### src/rtl/mem_arb_pkg.sv
// mem_arb_pkg: shared types for the two-port memory arbiter.
//   mreq_t          - memory request {a, we, be, d}. It is used by the fetch unit,
//                     the LSU and the memory bus.
//   mem_arb_state_t - arbiter FSM states.
//   PORT_IF/PORT_LS - requester indices (0 = fetch, 1 = LSU).
package mem_arb_pkg;

   typedef struct packed {
      logic [31:0] a;
      logic        we;
      logic [3:0]  be;
      logic [31:0] d;
   } mreq_t;

   typedef enum logic [1:0] {
      ST_IDLE  = 2'd0,
      ST_ISSUE = 2'd1,
      ST_WAIT  = 2'd2
   } mem_arb_state_t;

   localparam logic PORT_IF = 1'b0;
   localparam logic PORT_LS = 1'b1;

endpackage

### src/rtl/rr_pick2.sv
// rr_pick2: combinational 2-way round-robin picker.
//   valid_i[1:0] - requester valid bits
//   prio_i       - index that wins when both are valid
//   grant_o[1:0] - one-hot grant (all zero when nothing is valid)
//   any_o        - at least one requester is valid
module rr_pick2 (
   input  logic [1:0] valid_i,
   input  logic       prio_i,
   output logic [1:0] grant_o,
   output logic       any_o
);

   // The only requester wins outright; a tie goes to prio_i.
   always_comb begin
      grant_o = 2'b00;
      case (valid_i)
         2'b01:   grant_o = 2'b01;
         2'b10:   grant_o = 2'b10;
         2'b11:   grant_o = prio_i ? 2'b10 : 2'b01;
         default: grant_o = 2'b00;
      endcase
      any_o = |valid_i;
   end

endmodule

### src/rtl/mem_arb.sv
// mem_arb: round-robin arbiter between fetch (port 0) and LSU (port 1).
// It connects them to a single memory bus and keeps one transaction outstanding.
//   clk_i, rst_i                  - clock, synchronous active-high reset
//   if_req_*  / ls_req_*          - decoupled request inputs (mreq_t)
//   if_resp_* / ls_resp_*         - decoupled response outputs (32-bit data)
//   bus_req_*                     - decoupled request to memory (mreq_t)
//   bus_resp_*                    - decoupled response from memory (32-bit)
//   flush_i                       - discards a fetch-owned transaction's response
//                                   and blocks fetch from winning in IDLE
module mem_arb
   import mem_arb_pkg::*;
(
   input  logic        clk_i,
   input  logic        rst_i,
   input  logic        if_req_valid_i,
   output logic        if_req_ready_o,
   input  mreq_t       if_req_data_i,
   output logic        if_resp_valid_o,
   input  logic        if_resp_ready_i,
   output logic [31:0] if_resp_data_o,
   input  logic        ls_req_valid_i,
   output logic        ls_req_ready_o,
   input  mreq_t       ls_req_data_i,
   output logic        ls_resp_valid_o,
   input  logic        ls_resp_ready_i,
   output logic [31:0] ls_resp_data_o,
   output logic        bus_req_valid_o,
   input  logic        bus_req_ready_i,
   output mreq_t       bus_req_data_o,
   input  logic        bus_resp_valid_i,
   output logic        bus_resp_ready_o,
   input  logic [31:0] bus_resp_data_i,
   input  logic        flush_i
);

   mem_arb_state_t state_q, state_d;
   logic           prio_q, prio_d;
   logic           owner_q, owner_d;
   logic           drop_q, drop_d;
   mreq_t          req_q, req_d;

   logic [1:0]     pick_valid_s;
   logic [1:0]     grant_s;
   logic           any_s;
   logic           drop_now_s;
   logic           resp_ready_s;

   // A flush in IDLE keeps fetch out of this cycle's arbitration.
   assign pick_valid_s = {ls_req_valid_i, if_req_valid_i & ~flush_i};

   // A flush counts in the cycle it is raised, so a response that arrives together
   // with the flush is discarded too.
   assign drop_now_s = drop_q | (flush_i & (owner_q == PORT_IF));

   rr_pick2 u_pick (
      .valid_i (pick_valid_s),
      .prio_i  (prio_q),
      .grant_o (grant_s),
      .any_o   (any_s)
   );

   // Next-state and handshake outputs; while rst_i is high no handshake is offered.
   always_comb begin
      state_d          = state_q;
      prio_d           = prio_q;
      owner_d          = owner_q;
      drop_d           = drop_q;
      req_d            = req_q;
      resp_ready_s     = 1'b0;
      if_req_ready_o   = 1'b0;
      ls_req_ready_o   = 1'b0;
      if_resp_valid_o  = 1'b0;
      ls_resp_valid_o  = 1'b0;
      if_resp_data_o   = 32'h0;
      ls_resp_data_o   = 32'h0;
      bus_req_valid_o  = 1'b0;
      bus_req_data_o   = req_q;
      if (rst_i) begin
         state_d = ST_IDLE;
      end else begin
         case (state_q)
            ST_IDLE: begin
               drop_d = 1'b0;
               if (any_s) begin
                  if_req_ready_o = grant_s[0];
                  ls_req_ready_o = grant_s[1];
                  req_d          = grant_s[1] ? ls_req_data_i : if_req_data_i;
                  owner_d        = grant_s[1];
                  prio_d         = ~grant_s[1];
                  state_d        = ST_ISSUE;
               end else begin
                  state_d = ST_IDLE;
               end
            end
            ST_ISSUE: begin
               bus_req_valid_o = 1'b1;
               drop_d          = drop_now_s;
               if (bus_req_ready_i) begin
                  state_d = ST_WAIT;
               end else begin
                  state_d = ST_ISSUE;
               end
            end
            ST_WAIT: begin
               if (owner_q == PORT_LS) begin
                  ls_resp_valid_o = bus_resp_valid_i;
                  ls_resp_data_o  = bus_resp_data_i;
                  resp_ready_s    = ls_resp_ready_i;
               end else begin
                  if_resp_valid_o = bus_resp_valid_i & ~drop_now_s;
                  if_resp_data_o  = bus_resp_data_i;
                  resp_ready_s    = drop_now_s | if_resp_ready_i;
               end
               if (bus_resp_valid_i && resp_ready_s) begin
                  drop_d  = 1'b0;
                  state_d = ST_IDLE;
               end else begin
                  drop_d  = drop_now_s;
                  state_d = ST_WAIT;
               end
            end
            default: begin
               state_d = ST_IDLE;
            end
         endcase
      end
      bus_resp_ready_o = resp_ready_s;
   end

   // State registers with synchronous reset.
   always_ff @(posedge clk_i) begin
      if (rst_i) begin
         state_q <= ST_IDLE;
         prio_q  <= 1'b0;
         owner_q <= 1'b0;
         drop_q  <= 1'b0;
         req_q   <= '0;
      end else begin
         state_q <= state_d;
         prio_q  <= prio_d;
         owner_q <= owner_d;
         drop_q  <= drop_d;
         req_q   <= req_d;
      end
   end

endmodule

### config.mk
export PLATFORM = sky130hd
export DESIGN_NAME = mem_arb
export DESIGN_NICKNAME = d
export VERILOG_FILES = /design/src/rtl/mem_arb_pkg.sv /design/src/rtl/rr_pick2.sv /design/src/rtl/mem_arb.sv
export SDC_FILE = /design/constraint.sdc
export NUM_CORES = 1
export LEC_CHECK = 0
export ABC_AREA = 1
export CAP_MARGIN = 40
export CORE_AREA = 2 2 123 125
export DETAILED_ROUTE_END_ITERATION = 16
export DIE_AREA = 0 0 125 127
export PLACE_DENSITY = 0.72
export SLEW_MARGIN = 10
export SYNTH_ARGS = -nofsm -noshare
export SYNTH_HDL_FRONTEND = slang
export SYNTH_HIERARCHICAL = 1
export SYNTH_SLANG_ARGS = --single-unit
### constraint.sdc
create_clock -name clk_i -period 4.3 [get_ports clk_i]
set_input_delay 0.86 -clock clk_i [delete_from_list [all_inputs] [get_ports clk_i]]
set_output_delay 0.86 -clock clk_i [all_outputs]
set_load 0.03 [all_outputs]
==> out/results.tsv, run 1 <==
metric	value	unit
Avg Cell Area, Syn	6.67	sq um
fin crit period	3.36	ns
hold_buf cts	0	
port bufs	317	
Final Hold Vio Count	0	
CORE AREA	14400	sq um
Clock Latency Late Sink	0.34	ns
Place WS	0.963	ns
clock network power share	37.5	%
Initial Util	25.2	%
Final #Nets	1023	
vias in the first global route	4483	
Setup Fix Bufs, Post-CTS	0	
launching element type of the critical path	primary input	
GRT Util Overall	19.2	%
pwr dens	326	nW/um^2
post-synth cell types	22	
Final HPWL DP	11.7	mm
gr ovfl total	0	
Layout area overhead	99.1	%
Final WS setup	0.938	ns
outcome	finished clean	
Avg WL per Cell	15.5	um
cell-internal power	1650	uW
Peak VDD IR	0.167	mV
max-cap violations	0	
combinational power share	29.2	%
Req. time, crit path	3.44	ns
TNS Setup	0	ns
commonest non-fill, non-tap cell in the layout	clkdlybuf4s50_1	
CP Max Fanout	24	
layout cells sized above 1	4.62	%
Worst Tran Pin Value	0.860	ns
synthesized cell area	3640	sq um
DRC	0	
most frequent cells in the layout	clkdlybuf4s50_1, nand2_1, dfxtp_1, a31oi_1, nor3_1	
Final period util	78.2	%
DRT Pass-1 Iters	6	
drt initial violations	155	
Post-Route WL	15.9	mm
synth warn	6	
number of antenna diodes	0	
worst relative slew slack	42.7	%
I/O pin total	318	
die area	15900	sq um
Die Height	127	um
gpl congestion	0.879	
Sw Pwr	718	uW
HP Class	flip-flop to flip-flop	
CTS tree	built	
Die Wd	125	um
final hold slack	0.474	ns
via count	4722	
Worst setup EP type	output pin	
unrepaired setup endpoints after global routing	false	
WP data arrival	2.50	ns
Clock Pin Slew Worst Setup and Hold Paths	0.06	ns
placed cell count	1012	
number of non-filler instances in the completed layout	1028	
antenna violations before repair	0	
fmax	297	MHz
final number of max-transition violations	0	
Setup-failing EPs final	0	
Via-to-Cell Ratio	4.59	
sequential area share after synthesis	40.7	%
maximum clock path buffer count	2	
pin count of the biggest net entering global routing	77	
clk_skew	0.00723	ns
Resized cells post-CTS	0	
Reg power frac	33.3	%
Sink Count	74	
Post-Synthesis Cells	546	
kind of critical path	primary input to output pin	
clk root buf	clkbuf_16	
H-tree levels	3	
flops & latches, synth	74	
Net Sw Frac	30.3	%
Synth Net Count	730	
row count	44	
post-route ant nets	0	
Lkg Pwr	0.00267	uW
CTS buffer count	9	
first-pass GRT wire length	24.1	mm
sequential cells by signal (all words and copies together), names as in the netlist:
name,count
owner_q,1
bus_req_data_o,69
prio_q,1
drop_q,1
state_q,2
routing by layer:
layer  vias up  global-route usage [%]  routed length (um)
li1       2371                       -                   -
met1      2071                    21.1                6240
met2       243                    32.8                7520
met3        37                    6.74                1380
met4         0                    9.61                 745
met5         -                       0                   0
synthesized netlist by cell type:
master / number / area [sq um]
o21ai_0: 1 / 5.00
or2_1: 2 / 12.5
nor3b_1: 1 / 7.51
or2_2: 1 / 6.26
nor3_1: 66 / 330
buf_6: 1 / 11.3
nand3_1: 5 / 25.0
clkbuf_1: 15 / 56.3
dfxtp_1: 74 / 1480
inv_1: 42 / 158
o22ai_1: 1 / 6.26
nor2_4: 1 / 11.3
a21oi_1: 4 / 20.0
nand2_1: 219 / 822
buf_2: 8 / 40.0
a31oi_1: 69 / 432
nor2_1: 10 / 37.5
inv_2: 2 / 7.51
buf_1: 9 / 33.8
buf_4: 9 / 67.6
ha_1: 5 / 62.6
nand2_2: 1 / 6.26
cell type report:
class / instances / area [sq um]
clock buffers: 9 / 225
clock inverters: 7 / 126
repair buffers: 324 / 3240
multi-input cells: 386 / 1780
fillers: 1374 / 7180
well taps: 184 / 230
flip-flops and latches: 74 / 1480
inverters: 44 / 165
through the flow:
stage / utilization, % / power, uW / instance area [sq um]
2_1_floorplan: - / 1140 / 3640
3_3_place_gp: 47.7 / 1490 / 6880
3_5_place_dp: 47.8 / 1500 / 6900
4_1_cts: 50.3 / 2400 / 7250
5_1_grt: 50.3 / 2470 / 7250
6_report: 50.3 / 2370 / 7250
worst paths after layout:
path / start / slack, ns / to / depth (start not counted)
max: rst_i / 0.94 / ls_resp_data_o[28] / 6
min: drop_q / 0.47 / drop_q / 2
max reg2reg: state_q[0] / 2.27 / bus_req_data_o[59] / 8
min reg2reg: drop_q / 0.47 / drop_q / 2
critical path, cell delays in order:
cell and delay (ns):
buf_2 0.10, inv_1 0.11, nand2_1 0.23, buf_4 0.30, nor3_1 0.19, clkdlybuf4s50_1 0.70
cells by family after synthesis:
group | Yosys count | share of synthesized area, %
simple gates | 306 | 34.6
buf+inv | 86 | 10.3
compound gates | 75 | 12.7
flops | 74 | 40.7
fa+ha+maj | 5 | 1.72
power groups by stage:
stage | clock network, uW | registers (uW) | logic, uW
6_report | 887 | 788 | 691
5_1_grt | 938 | 796 | 741
4_1_cts | 911 | 788 | 698
3_5_place_dp | 0 | 801 | 696
3_3_place_gp | 0 | 799 | 694
2_1_floorplan | 0 | 918 | 220
Note: power is estimated with default switching activity, not from simulation.
==> run 2: changes to the inputs <==
--- a/config.mk
+++ b/config.mk
@@ -7,10 +7,10 @@
 export LEC_CHECK = 0
 export ABC_AREA = 1
 export CAP_MARGIN = 40
-export CORE_AREA = 2 2 123 125
+export CORE_AREA = 2 2 122 124
 export DETAILED_ROUTE_END_ITERATION = 16
-export DIE_AREA = 0 0 125 127
-export PLACE_DENSITY = 0.72
+export DIE_AREA = 0 0 124 126
+export PLACE_DENSITY = 0.76
 export SLEW_MARGIN = 10
 export SYNTH_ARGS = -nofsm -noshare
 export SYNTH_HDL_FRONTEND = slang
==> constraint.sdc (replaced) <==
create_clock -name clk_i -period 3.05 [get_ports clk_i]
set_input_delay 0.61 -clock clk_i [delete_from_list [all_inputs] [get_ports clk_i]]
set_output_delay 0.61 -clock clk_i [all_outputs]
set_load 0.03 [all_outputs]
==> run 2 against run 1 <==
  * Via count increased by 0.42%
  * Register-to-register slack got worse by 1.2 ns
  * Routed wire length decreased by 1.9%
  * Flip-flop and latch count unchanged
  * Hold slack improved by 0.0032 ns
  * Sequential power increased by 41%
  * First-iteration DRC count increased by 30%
  * Critical path depth decreased by 1
==> out/results.tsv, run 2 (synthesized netlist as in run 1, its figures left out) <==
metric	value	unit
row count	44	
clock network power share	34.2	%
Post-Route WL	15.6	mm
Lkg Pwr	0.00282	uW
launching element type of the critical path	primary input	
most frequent cells in the layout	clkdlybuf4s50_1, nand2_1, dfxtp_1, a31oi_1, nor3_1	
HP Start	drop_q	
Clock Latency Late Sink	0.33	ns
Net Sw Frac	31.5	%
HP Class	flip-flop to flip-flop	
gpl congestion	0.796	
gr ovfl total	0	
Endpoint, Worst Hold	drop_q	
port bufs	317	
Sw Pwr	1000	uW
max FFs per register	69	
via count	4742	
first-pass GRT wire length	22.5	mm
Req. time, crit path	2.44	ns
I/O pin total	318	
DRC	0	
Die Wd	124	um
pwr dens	438	nW/um^2
clk root buf	clkbuf_16	
Avg WL per Cell	15.1	um
TNS Setup	0	ns
Worst Tran Pin Value	0.859	ns
drt initial violations	201	
hold_buf cts	0	
worst-path cell chain	clkdlybuf4s50_1 -> a21oi_1 -> nand3_1 -> nor3_1 -> clkdlybuf4s50_1	
R2R Setup Slk	1.12	ns
Clock Pin Slew Worst Setup and Hold Paths	0.06	ns
worst relative slew slack	42.7	%
Via-to-Cell Ratio	4.59	
Worst setup EP type	output pin	
Crit path max-delay family	buffers and inverters	
post-route ant nets	0	
layout cells sized above 1	11.9	%
max-cap violations	0	
CP Max Fanout	3	
# fillers	1369	
antenna violations before repair	0	
Resized cells post-CTS	0	
Layout area overhead	99.1	%
pin count of the biggest net entering global routing	75	
final number of max-transition violations	0	
unrepaired setup endpoints after global routing	false	
Hold Path Stages	2	
Final HPWL DP	11.7	mm
number of non-filler instances in the completed layout	1032	
maximum clock path buffer count	2	
placed cell count	1016	
R2R depth	6	
Final #Nets	1027	
CTS buffer count	9	
WP data arrival	2.27	ns
GRT Util Overall	18.7	%
Final Hold Vio Count	0	
cell-internal power	2180	uW
RR Endpoint	bus_req_data_o[54]	
CORE AREA	14300	sq um
combinational power share	30.9	%
worst path buffer plus inverter count	2	
CTS tree	built	
Peak VDD IR	0.335	mV
slowest stage cell on the critical path	clkdlybuf4s50_1	
fin crit period	2.88	ns
Sink Count	74	
vias in the first global route	4288	
Final period util	94.4	%
kind of critical path	primary input to output pin	
number of antenna diodes	0	
die area	15600	sq um
H-tree levels	3	
outcome	finished clean	
Reg power frac	34.9	%
fmax	347	MHz
Setup Fix Bufs, Post-CTS	0	
clk_skew	0.00527	ns
CP most frequent cell	clkdlybuf4s50_1	
Setup-failing EPs final	0	
R2R Path Start	state_q[1]	
DRT Pass-1 Iters	6	
Initial Util	25.4	%
Die Height	126	um
Critical Path Max Stage Delay	0.71	ns
final hold slack	0.478	ns
commonest non-fill, non-tap cell in the layout	clkdlybuf4s50_1	
## run 2: layout make-up
class / count / area (sq um) / share of cell area [%]
Timing Repair Buffer: 328 / 3280 / 45.3
Sequential cell: 74 / 1480 / 20.4
Multi-Input combinational cell: 386 / 1780 / 24.6
Inverter: 44 / 165 / 2.28
Clock buffer: 10 / 239 / 3.30
Clock inverter: 6 / 63.8 / 0.881
Tap cell: 184 / 230 / 3.18
## run 2: metal layers
| metal | track usage [%] | wire length, um | part of all wire (%) |
|---|---|---|---|
| met1 | 19.7 | 5900 | 38 |
| met2 | 34.2 | 7740 | 50 |
| met3 | 6.66 | 1580 | 10 |
| met4 | 6.28 | 372 | 2.4 |
| met5 | 0 | 0 | 0 |
## run 2: how the worst max path moves through the flow
| stage | from | end | depth (start not counted) |
|---|---|---|---|
| final | flush_i | if_resp_valid_o | 5 |
| after CTS | flush_i | if_resp_valid_o | 5 |
| after detailed placement | flush_i | if_resp_valid_o | 5 |
| after floorplan | state_q[0] | if_resp_data_o[0] | 6 |
| after global routing | flush_i | if_resp_valid_o | 5 |
| after global placement | flush_i | if_resp_valid_o | 5 |
## run 2: stage by stage
step	worst slack (ns)	utilization, %	total power, uW	area, sq um
floorplan	0.755	-	1610	3640
global placement	0.225	48.5	2110	6940
detailed placement	0.194	48.5	2120	6940
CTS	0.189	50.6	3220	7250
global route	0.0462	50.6	3320	7250
finish	0.172	50.6	3180	7250
## run 2: worst register-to-register path, cell delays in order (launching register included)
cell and delay (ns):
dfxtp_1 0.41, inv_1 0.09, ha_1 0.21, nand2_2 0.11, buf_4 0.57, nand2_1 0.22, a31oi_1 0.23
## run 2: power by group through the flow
stage,logic [uW],registers (uW),clock network (uW)
after floorplan,310,1290,0
after global placement,982,1130,0
after detailed placement,986,1130,0
after CTS,989,1110,1120
after global routing,1050,1120,1150
final,982,1110,1090
